<file path="src/rtl/word_to_byte_lane_pkg.sv">
// Shared constants, state encoding and byte-select helper for the
// word-to-byte lane serializer.
package word_to_byte_lane_pkg;

  localparam logic [7:0]  IDLE_BYTE  = 8'hBC;  // K28.5 comma, sent between words
  localparam int unsigned WORD_W     = 32;
  localparam int unsigned BYTE_W     = 8;
  localparam int unsigned FIFO_DEPTH = 2;
  localparam int unsigned CNT_W      = 2;      // holds 0..FIFO_DEPTH

  typedef enum logic {
    ST_IDLE = 1'b0,  // no word loaded
    ST_SEND = 1'b1   // a word is loaded, byte_idx names the byte on data_out
  } lane_state_t;

  // Byte idx of a word, MSB first (idx 0 -> [31:24], idx 3 -> [7:0]).
  function automatic logic [BYTE_W-1:0] byte_of(input logic [WORD_W-1:0] w,
                                                input logic [1:0]        idx);
    logic [BYTE_W-1:0] b;
    case (idx)
      2'd0:    b = w[WORD_W-1          -: BYTE_W];
      2'd1:    b = w[WORD_W-1-BYTE_W   -: BYTE_W];
      2'd2:    b = w[WORD_W-1-2*BYTE_W -: BYTE_W];
      default: b = w[BYTE_W-1:0];
    endcase
    return b;
  endfunction

endpackage

</file>
<file path="src/rtl/word_to_byte_lane_fifo.sv">
// fifo_palabras: two-entry word FIFO with count/full/empty, pointers wrap
// modulo 2. Push while full and pop while empty are ignored.
module fifo_palabras
  import word_to_byte_lane_pkg::*;
(
  input  logic              clk_4f,
  input  logic              reset,
  input  logic              push,
  input  logic              pop,
  input  logic [WORD_W-1:0] wdata,
  output logic [WORD_W-1:0] rdata,
  output logic [CNT_W-1:0]  count,
  output logic              full,
  output logic              empty
);

  logic [WORD_W-1:0] mem [FIFO_DEPTH];
  logic              wr_ptr;
  logic              rd_ptr;
  logic              push_ok;
  logic              pop_ok;

  assign full    = (count == CNT_W'(FIFO_DEPTH));
  assign empty   = (count == '0);
  assign push_ok = push && !full;
  assign pop_ok  = pop && !empty;
  assign rdata   = mem[rd_ptr];

  // Storage array: written on accepted pushes only.
  // NOTE: the data array has no reset; count and pointers define validity, so
  // clearing it would only add reset fan-out.
  always_ff @(posedge clk_4f) begin
    if (push_ok) begin
      mem[wr_ptr] <= wdata;
    end
  end

  // Pointers and occupancy; a simultaneous push and pop leaves count unchanged.
  // NOTE: state registers use non-blocking assignments so every flop samples
  // pre-edge values regardless of statement order.
  always_ff @(posedge clk_4f or negedge reset) begin
    if (!reset) begin
      wr_ptr <= 1'b0;
      rd_ptr <= 1'b0;
      count  <= '0;
    end else begin
      if (push_ok) wr_ptr <= wr_ptr + 1'b1;
      if (pop_ok)  rd_ptr <= rd_ptr + 1'b1;
      case ({push_ok, pop_ok})
        2'b10:   count <= count + 1'b1;
        2'b01:   count <= count - 1'b1;
        default: count <= count;
      endcase
    end
  end

endmodule

</file>
<file path="src/rtl/word_to_byte_lane.sv">
// word_to_byte_lane: buffers 32-bit lane words in a 2-entry FIFO and
// serializes them MSB byte first on a registered byte stream, sending
// IDLE_BYTE with valid_out low whenever no word is available.
module word_to_byte_lane
  import word_to_byte_lane_pkg::*;
#(
  parameter logic [BYTE_W-1:0] IDLE_BYTE = word_to_byte_lane_pkg::IDLE_BYTE
) (
  input  logic              clk_4f,
  input  logic              reset,
  input  logic [WORD_W-1:0] data_in,
  input  logic              valid_in,
  output logic              ready_out,
  output logic [BYTE_W-1:0] data_out,
  output logic              valid_out,
  output logic              overflow
);

  lane_state_t       state, state_nxt;
  logic [1:0]        byte_idx, idx_nxt;
  logic [WORD_W-1:0] cur_word, word_nxt;
  logic [BYTE_W-1:0] data_nxt;
  logic              valid_nxt;

  logic              push;
  logic              pop;
  logic [WORD_W-1:0] fifo_head;
  logic [CNT_W-1:0]  fifo_count;
  logic              fifo_full;
  logic              fifo_empty;

  // Readiness comes from the pre-edge count, so a pop this cycle cannot reopen it.
  assign ready_out = (fifo_count < CNT_W'(FIFO_DEPTH));
  assign push      = valid_in && ready_out;

  fifo_palabras u_fifo (
    .clk_4f (clk_4f),
    .reset  (reset),
    .push   (push),
    .pop    (pop),
    .wdata  (data_in),
    .rdata  (fifo_head),
    .count  (fifo_count),
    .full   (fifo_full),
    .empty  (fifo_empty)
  );

  // Serializer next state: at a word boundary load the FIFO head or go idle,
  // otherwise step to the next byte of the loaded word.
  always_comb begin
    // NOTE: every output of this block gets a default first so no path can
    // leave one unassigned and infer a latch.
    state_nxt = state;
    idx_nxt   = byte_idx;
    word_nxt  = cur_word;
    data_nxt  = data_out;
    valid_nxt = valid_out;
    pop       = 1'b0;
    if (state == ST_IDLE || byte_idx == 2'd3) begin
      if (!fifo_empty) begin
        pop       = 1'b1;
        word_nxt  = fifo_head;
        data_nxt  = byte_of(fifo_head, 2'd0);
        valid_nxt = 1'b1;
        idx_nxt   = 2'd0;
        state_nxt = ST_SEND;
      end else begin
        data_nxt  = IDLE_BYTE;
        valid_nxt = 1'b0;
        idx_nxt   = 2'd0;
        state_nxt = ST_IDLE;
      end
    end else begin
      idx_nxt   = byte_idx + 2'd1;
      data_nxt  = byte_of(cur_word, byte_idx + 2'd1);
      valid_nxt = 1'b1;
    end
  end

  // Serializer registers; reset discards any partially sent word.
  always_ff @(posedge clk_4f or negedge reset) begin
    if (!reset) begin
      state     <= ST_IDLE;
      byte_idx  <= 2'd0;
      cur_word  <= '0;
      data_out  <= IDLE_BYTE;
      valid_out <= 1'b0;
    end else begin
      state     <= state_nxt;
      byte_idx  <= idx_nxt;
      cur_word  <= word_nxt;
      data_out  <= data_nxt;
      valid_out <= valid_nxt;
    end
  end

  // Sticky flag: a word offered while the FIFO was full is dropped.
  always_ff @(posedge clk_4f or negedge reset) begin
    if (!reset) begin
      overflow <= 1'b0;
    end else if (valid_in && fifo_full) begin
      overflow <= 1'b1;
    end
  end

endmodule
</file>
<file path="config.mk">
export PLATFORM = sky130hd
export DESIGN_NAME = word_to_byte_lane
export DESIGN_NICKNAME = d
export VERILOG_FILES = /design/src/rtl/word_to_byte_lane_pkg.sv /design/src/rtl/word_to_byte_lane_fifo.sv /design/src/rtl/word_to_byte_lane.sv
export SDC_FILE = /design/constraint.sdc
export NUM_CORES = 1
export LEC_CHECK = 0
export BUFFER_PORTS_ARGS = -buffer_cell sky130_fd_sc_hd__buf_2
export CORE_UTILIZATION = 50
export CTS_CLUSTER_DIAMETER = 30
export DETAILED_ROUTE_END_ITERATION = 12
export PLACE_DENSITY_LB_ADDON = 0.12
export REMOVE_ABC_BUFFERS = 1
export SYNTH_ARGS = -nofsm -noshare
export SYNTH_HDL_FRONTEND = slang
export SYNTH_SLANG_ARGS = --single-unit
</file>
<file path="constraint.sdc">
create_clock -name clk_4f -period 3.1 [get_ports clk_4f]
set_clock_uncertainty 0.15 [all_clocks]
set_input_delay 0.155 -clock clk_4f [delete_from_list [all_inputs] [get_ports clk_4f]]
set_output_delay 0.155 -clock clk_4f [all_outputs]
set_load 0.05 [all_outputs]
</file>
==> impl_metrics.tcl <==
set metrics [dict create \
    hold_buffers 36 \
    cellLeakagePower_nw 2.28 \
    cts_buffer_depth 2 \
    initialDrtViolationCount 152 \
    syn_area_per_cell_um2 15.0 \
    clock_latency_ns 0.51 \
    h-tree-depth 4 \
    setup_viol 0 \
    grt_util_met3 0.0585 \
    cp_max_fo 32 \
    setup_tns_ns 0 \
    grt_pass1_wl_mm 13.0 \
    cts_resized 0 \
    nets 423 \
    hold_viol 0 \
    antenna_found_initial 0 \
    utilization 0.665 \
    finalMaxSlewViolations 0 \
    dp_hpwl_mm 4.72 \
    clkSinkCount 113 \
    num_vias 2612 \
    r2r-start "byte_idx[0]$_DFF_PN0_" \
    fmax_mhz 485 \
    drc 0 \
    fin_crit_ns 2.06 \
    start_util 0.528 \
    dp_slack_ns 1.06 \
    cap_violations 0 \
    globalplace.congestion 0.810 \
    required_ns 3.38 \
    start_kind "flip-flop" \
    postCtsSetupBuffers 0 \
    hold_class "primary input to flip-flop" \
    drive_gt1_frac 0.223 \
    area_delta_synth_final_pct 26.1 \
    critPathKind "flip-flop to flip-flop" \
    synthesis.area_um2 4420 \
    crit_path_top_delay_cell "dfrtp_1" \
    cts_buffers 17 \
    crit_path_end_kind "flip-flop" \
    die_area_um2 9220 \
    layout.cells.most_common "edfxtp_1" \
    seq_area_frac_synth 0.713 \
    switching_share 0.341 \
    wl_mm 7.99 \
    placementRows 33 \
    grt.met1_usage 0.259 \
    powerDensity_nw_per_um2 1050 \
    reg2reg_depth 7 \
    wire_per_inst_um 16.0 \
    path_clk_slew_ns 0.05 \
    timing.rr.end "u_fifo.count[1]$_DFFE_PN0P_" \
    cp.arrival_ns 2.34 \
    grt_pass1_vias 2653 \
    synth_edf_count 64 \
    core_area_um2 8380 \
    min_to "u_fifo.mem[0][22]$_DFFE_PP_" \
    ys_warn_count 0 \
    grt_max_degree 33 \
    cpMostUsedCell "ha_1" \
    fin_ws_ns 1.04 \
    synthDistinctLibCells 32 \
    period_share 0.666 \
    worstMarginPinSlew_ns 0.557 \
    status "finished clean" \
    internal-power_mw 3.86 \
    min_from "data_in[22]" \
    cts-root-buf "clkbuf_8" \
    p_comb_frac 0.322 \
    crit_cells 7 \
    die_y_um 96.0 \
    dr.pass1.iters 5 \
    num_io_pins 46 \
    antennaDiodeCount 0 \
    cp_top_family "simple AND/OR/NAND/NOR gates" \
    hold_depth 2 \
    busiest_layer "met2" \
    max_slew_margin 0.629 \
    synth-async-reset-ratio 0.434 \
    power_mw 5.87 \
    p_sw_mw 2.00 \
    path_buf_inv 1 \
    cts_tree "yes" \
    clkPwrFrac 0.273 \
    most-common-layout-cells "64 x edfxtp_1, 45 x buf_2, 43 x dfrtp_1" \
    grt_usage 0.201 \
    rsz0062_at_grt "false" \
    p_seq_frac 0.405 \
    grt_use_met2 0.310 \
    synth_flop_cell "edfxtp_1" \
    synth_seq_cells 113 \
    die_w_um 96.0 \
    grt_overflow 0 \
    io_buffers 45 \
    synthCells 294 \
    r2r_slack_ns 1.04 \
    crit_chain "ha_1 -> nand2b_1 -> nand2_8 -> inv_2 -> ha_1 -> nor2_1 -> xnor2_1" \
    viasPerCell 5.22 \
    vdd_drop_max_v 0.000555 \
    cp_slowest_stage_delay_ns 0.42 \
    ant_nets 0 \
]
-- cell type report --
cell class / instances / area, um^2
inverter: 12 / 45.0
timing repair buffer: 89 / 646
sequential: 113 / 3160
clock buffer: 24 / 460
fill: 620 / 2810
clock inverter: 8 / 40.0
tap: 105 / 131
multi-input combinational: 149 / 1100
-- worst max path at each step --
stage                                      startpoint                           to
after global placement          byte_idx[0]$_DFF_PN0_  u_fifo.count[1]$_DFFE_PN0P_
after global routing            byte_idx[0]$_DFF_PN0_  u_fifo.count[1]$_DFFE_PN0P_
after detailed placement        byte_idx[0]$_DFF_PN0_  u_fifo.count[1]$_DFFE_PN0P_
after floorplan           u_fifo.count[1]$_DFFE_PN0P_   u_fifo.mem[0][0]$_DFFE_PP_
after CTS                       byte_idx[0]$_DFF_PN0_  u_fifo.count[1]$_DFFE_PN0P_
final                           byte_idx[0]$_DFF_PN0_  u_fifo.count[1]$_DFFE_PN0P_
-- per-layer routing --
metal	vias to the layer above	part of all wire	routed length (um)
met1	1274	0.47	3760
met2	61	0.47	3770
met5	-	0	0
li1	1269	-	-
met4	0	0.013	104
met3	8	0.044	354
-- stage by stage --
step / area [um^2] / cells / hold slack [ns]
2_1_floorplan: 4300 / 274 / -0.291
3_3_place_gp: 4720 / 432 / -0.0112
3_5_place_dp: 4720 / 432 / -0.00179
4_1_cts: 5580 / 500 / 0.199
5_1_grt: 5580 / 500 / 0.202
6_report: 5580 / 500 / 0.216
-- worst register-to-register path, stage by stage, from the launching register on --
cell	delay [ns]
dfrtp_1	0.42
ha_1	0.23
nand2b_1	0.23
nand2_8	0.23
inv_2	0.12
ha_1	0.34
nor2_1	0.14
xnor2_1	0.12
-- synth_stat cells, drive strengths merged (3+ instances only) --
| master | instances | area share |
|---|---|---|
| clkbuf | 7 | 0.0059 |
| edfxtp | 64 | 0.43 |
| ha | 6 | 0.017 |
| nor2 | 4 | 0.0034 |
| a21o | 3 | 0.0051 |
| dfrtp | 44 | 0.25 |
| a221o | 3 | 0.0068 |
| dfstp | 5 | 0.030 |
| a222oi | 5 | 0.011 |
| o21a | 10 | 0.017 |
| xnor2 | 5 | 0.012 |
| a21oi | 3 | 0.0034 |
| buf | 13 | 0.023 |
| a22oi | 3 | 0.0051 |
| nand2 | 5 | 0.0079 |
| o21ai | 51 | 0.058 |
| inv | 12 | 0.010 |
| nand3 | 5 | 0.0057 |
| nor3 | 3 | 0.0034 |
| mux2i | 37 | 0.084 |
-- sequential cells by signal, indices dropped and copies added, names as in the netlist --
register / cells
overflow: 1
u_fifo.count: 2
u_fifo.wr_ptr: 1
state: 1
data_out: 8
byte_idx: 2
cur_word: 32
u_fifo.rd_ptr: 1
u_fifo.mem: 64
valid_out: 1
-- power groups by stage --
stage | registers, mW | clock network [mW] | logic, mW
2_1_floorplan | 2.57 | 0 | 1.15
3_3_place_gp | 2.38 | 0 | 1.84
3_5_place_dp | 2.40 | 0 | 1.86
4_1_cts | 2.38 | 1.63 | 1.90
5_1_grt | 2.42 | 1.70 | 2.10
6_report | 2.38 | 1.60 | 1.89
-- logic make-up (layout without fill, tap and decap cells) --
group / after synthesis / count (layout) / share of synthesized area
buffers and inverters: 32 / 133 / 0.0388
adders and majority gates: 6 / 6 / 0.0170
xor gates and xnor gates: 5 / 5 / 0.0116
AOI/OAI and AO/OA: 79 / 79 / 0.108
muxes: 37 / 37 / 0.0838
DFF: 113 / 113 / 0.713
and+or+nand+nor: 22 / 22 / 0.0274
No activity file was read; power rests on OpenSTA's default activity.
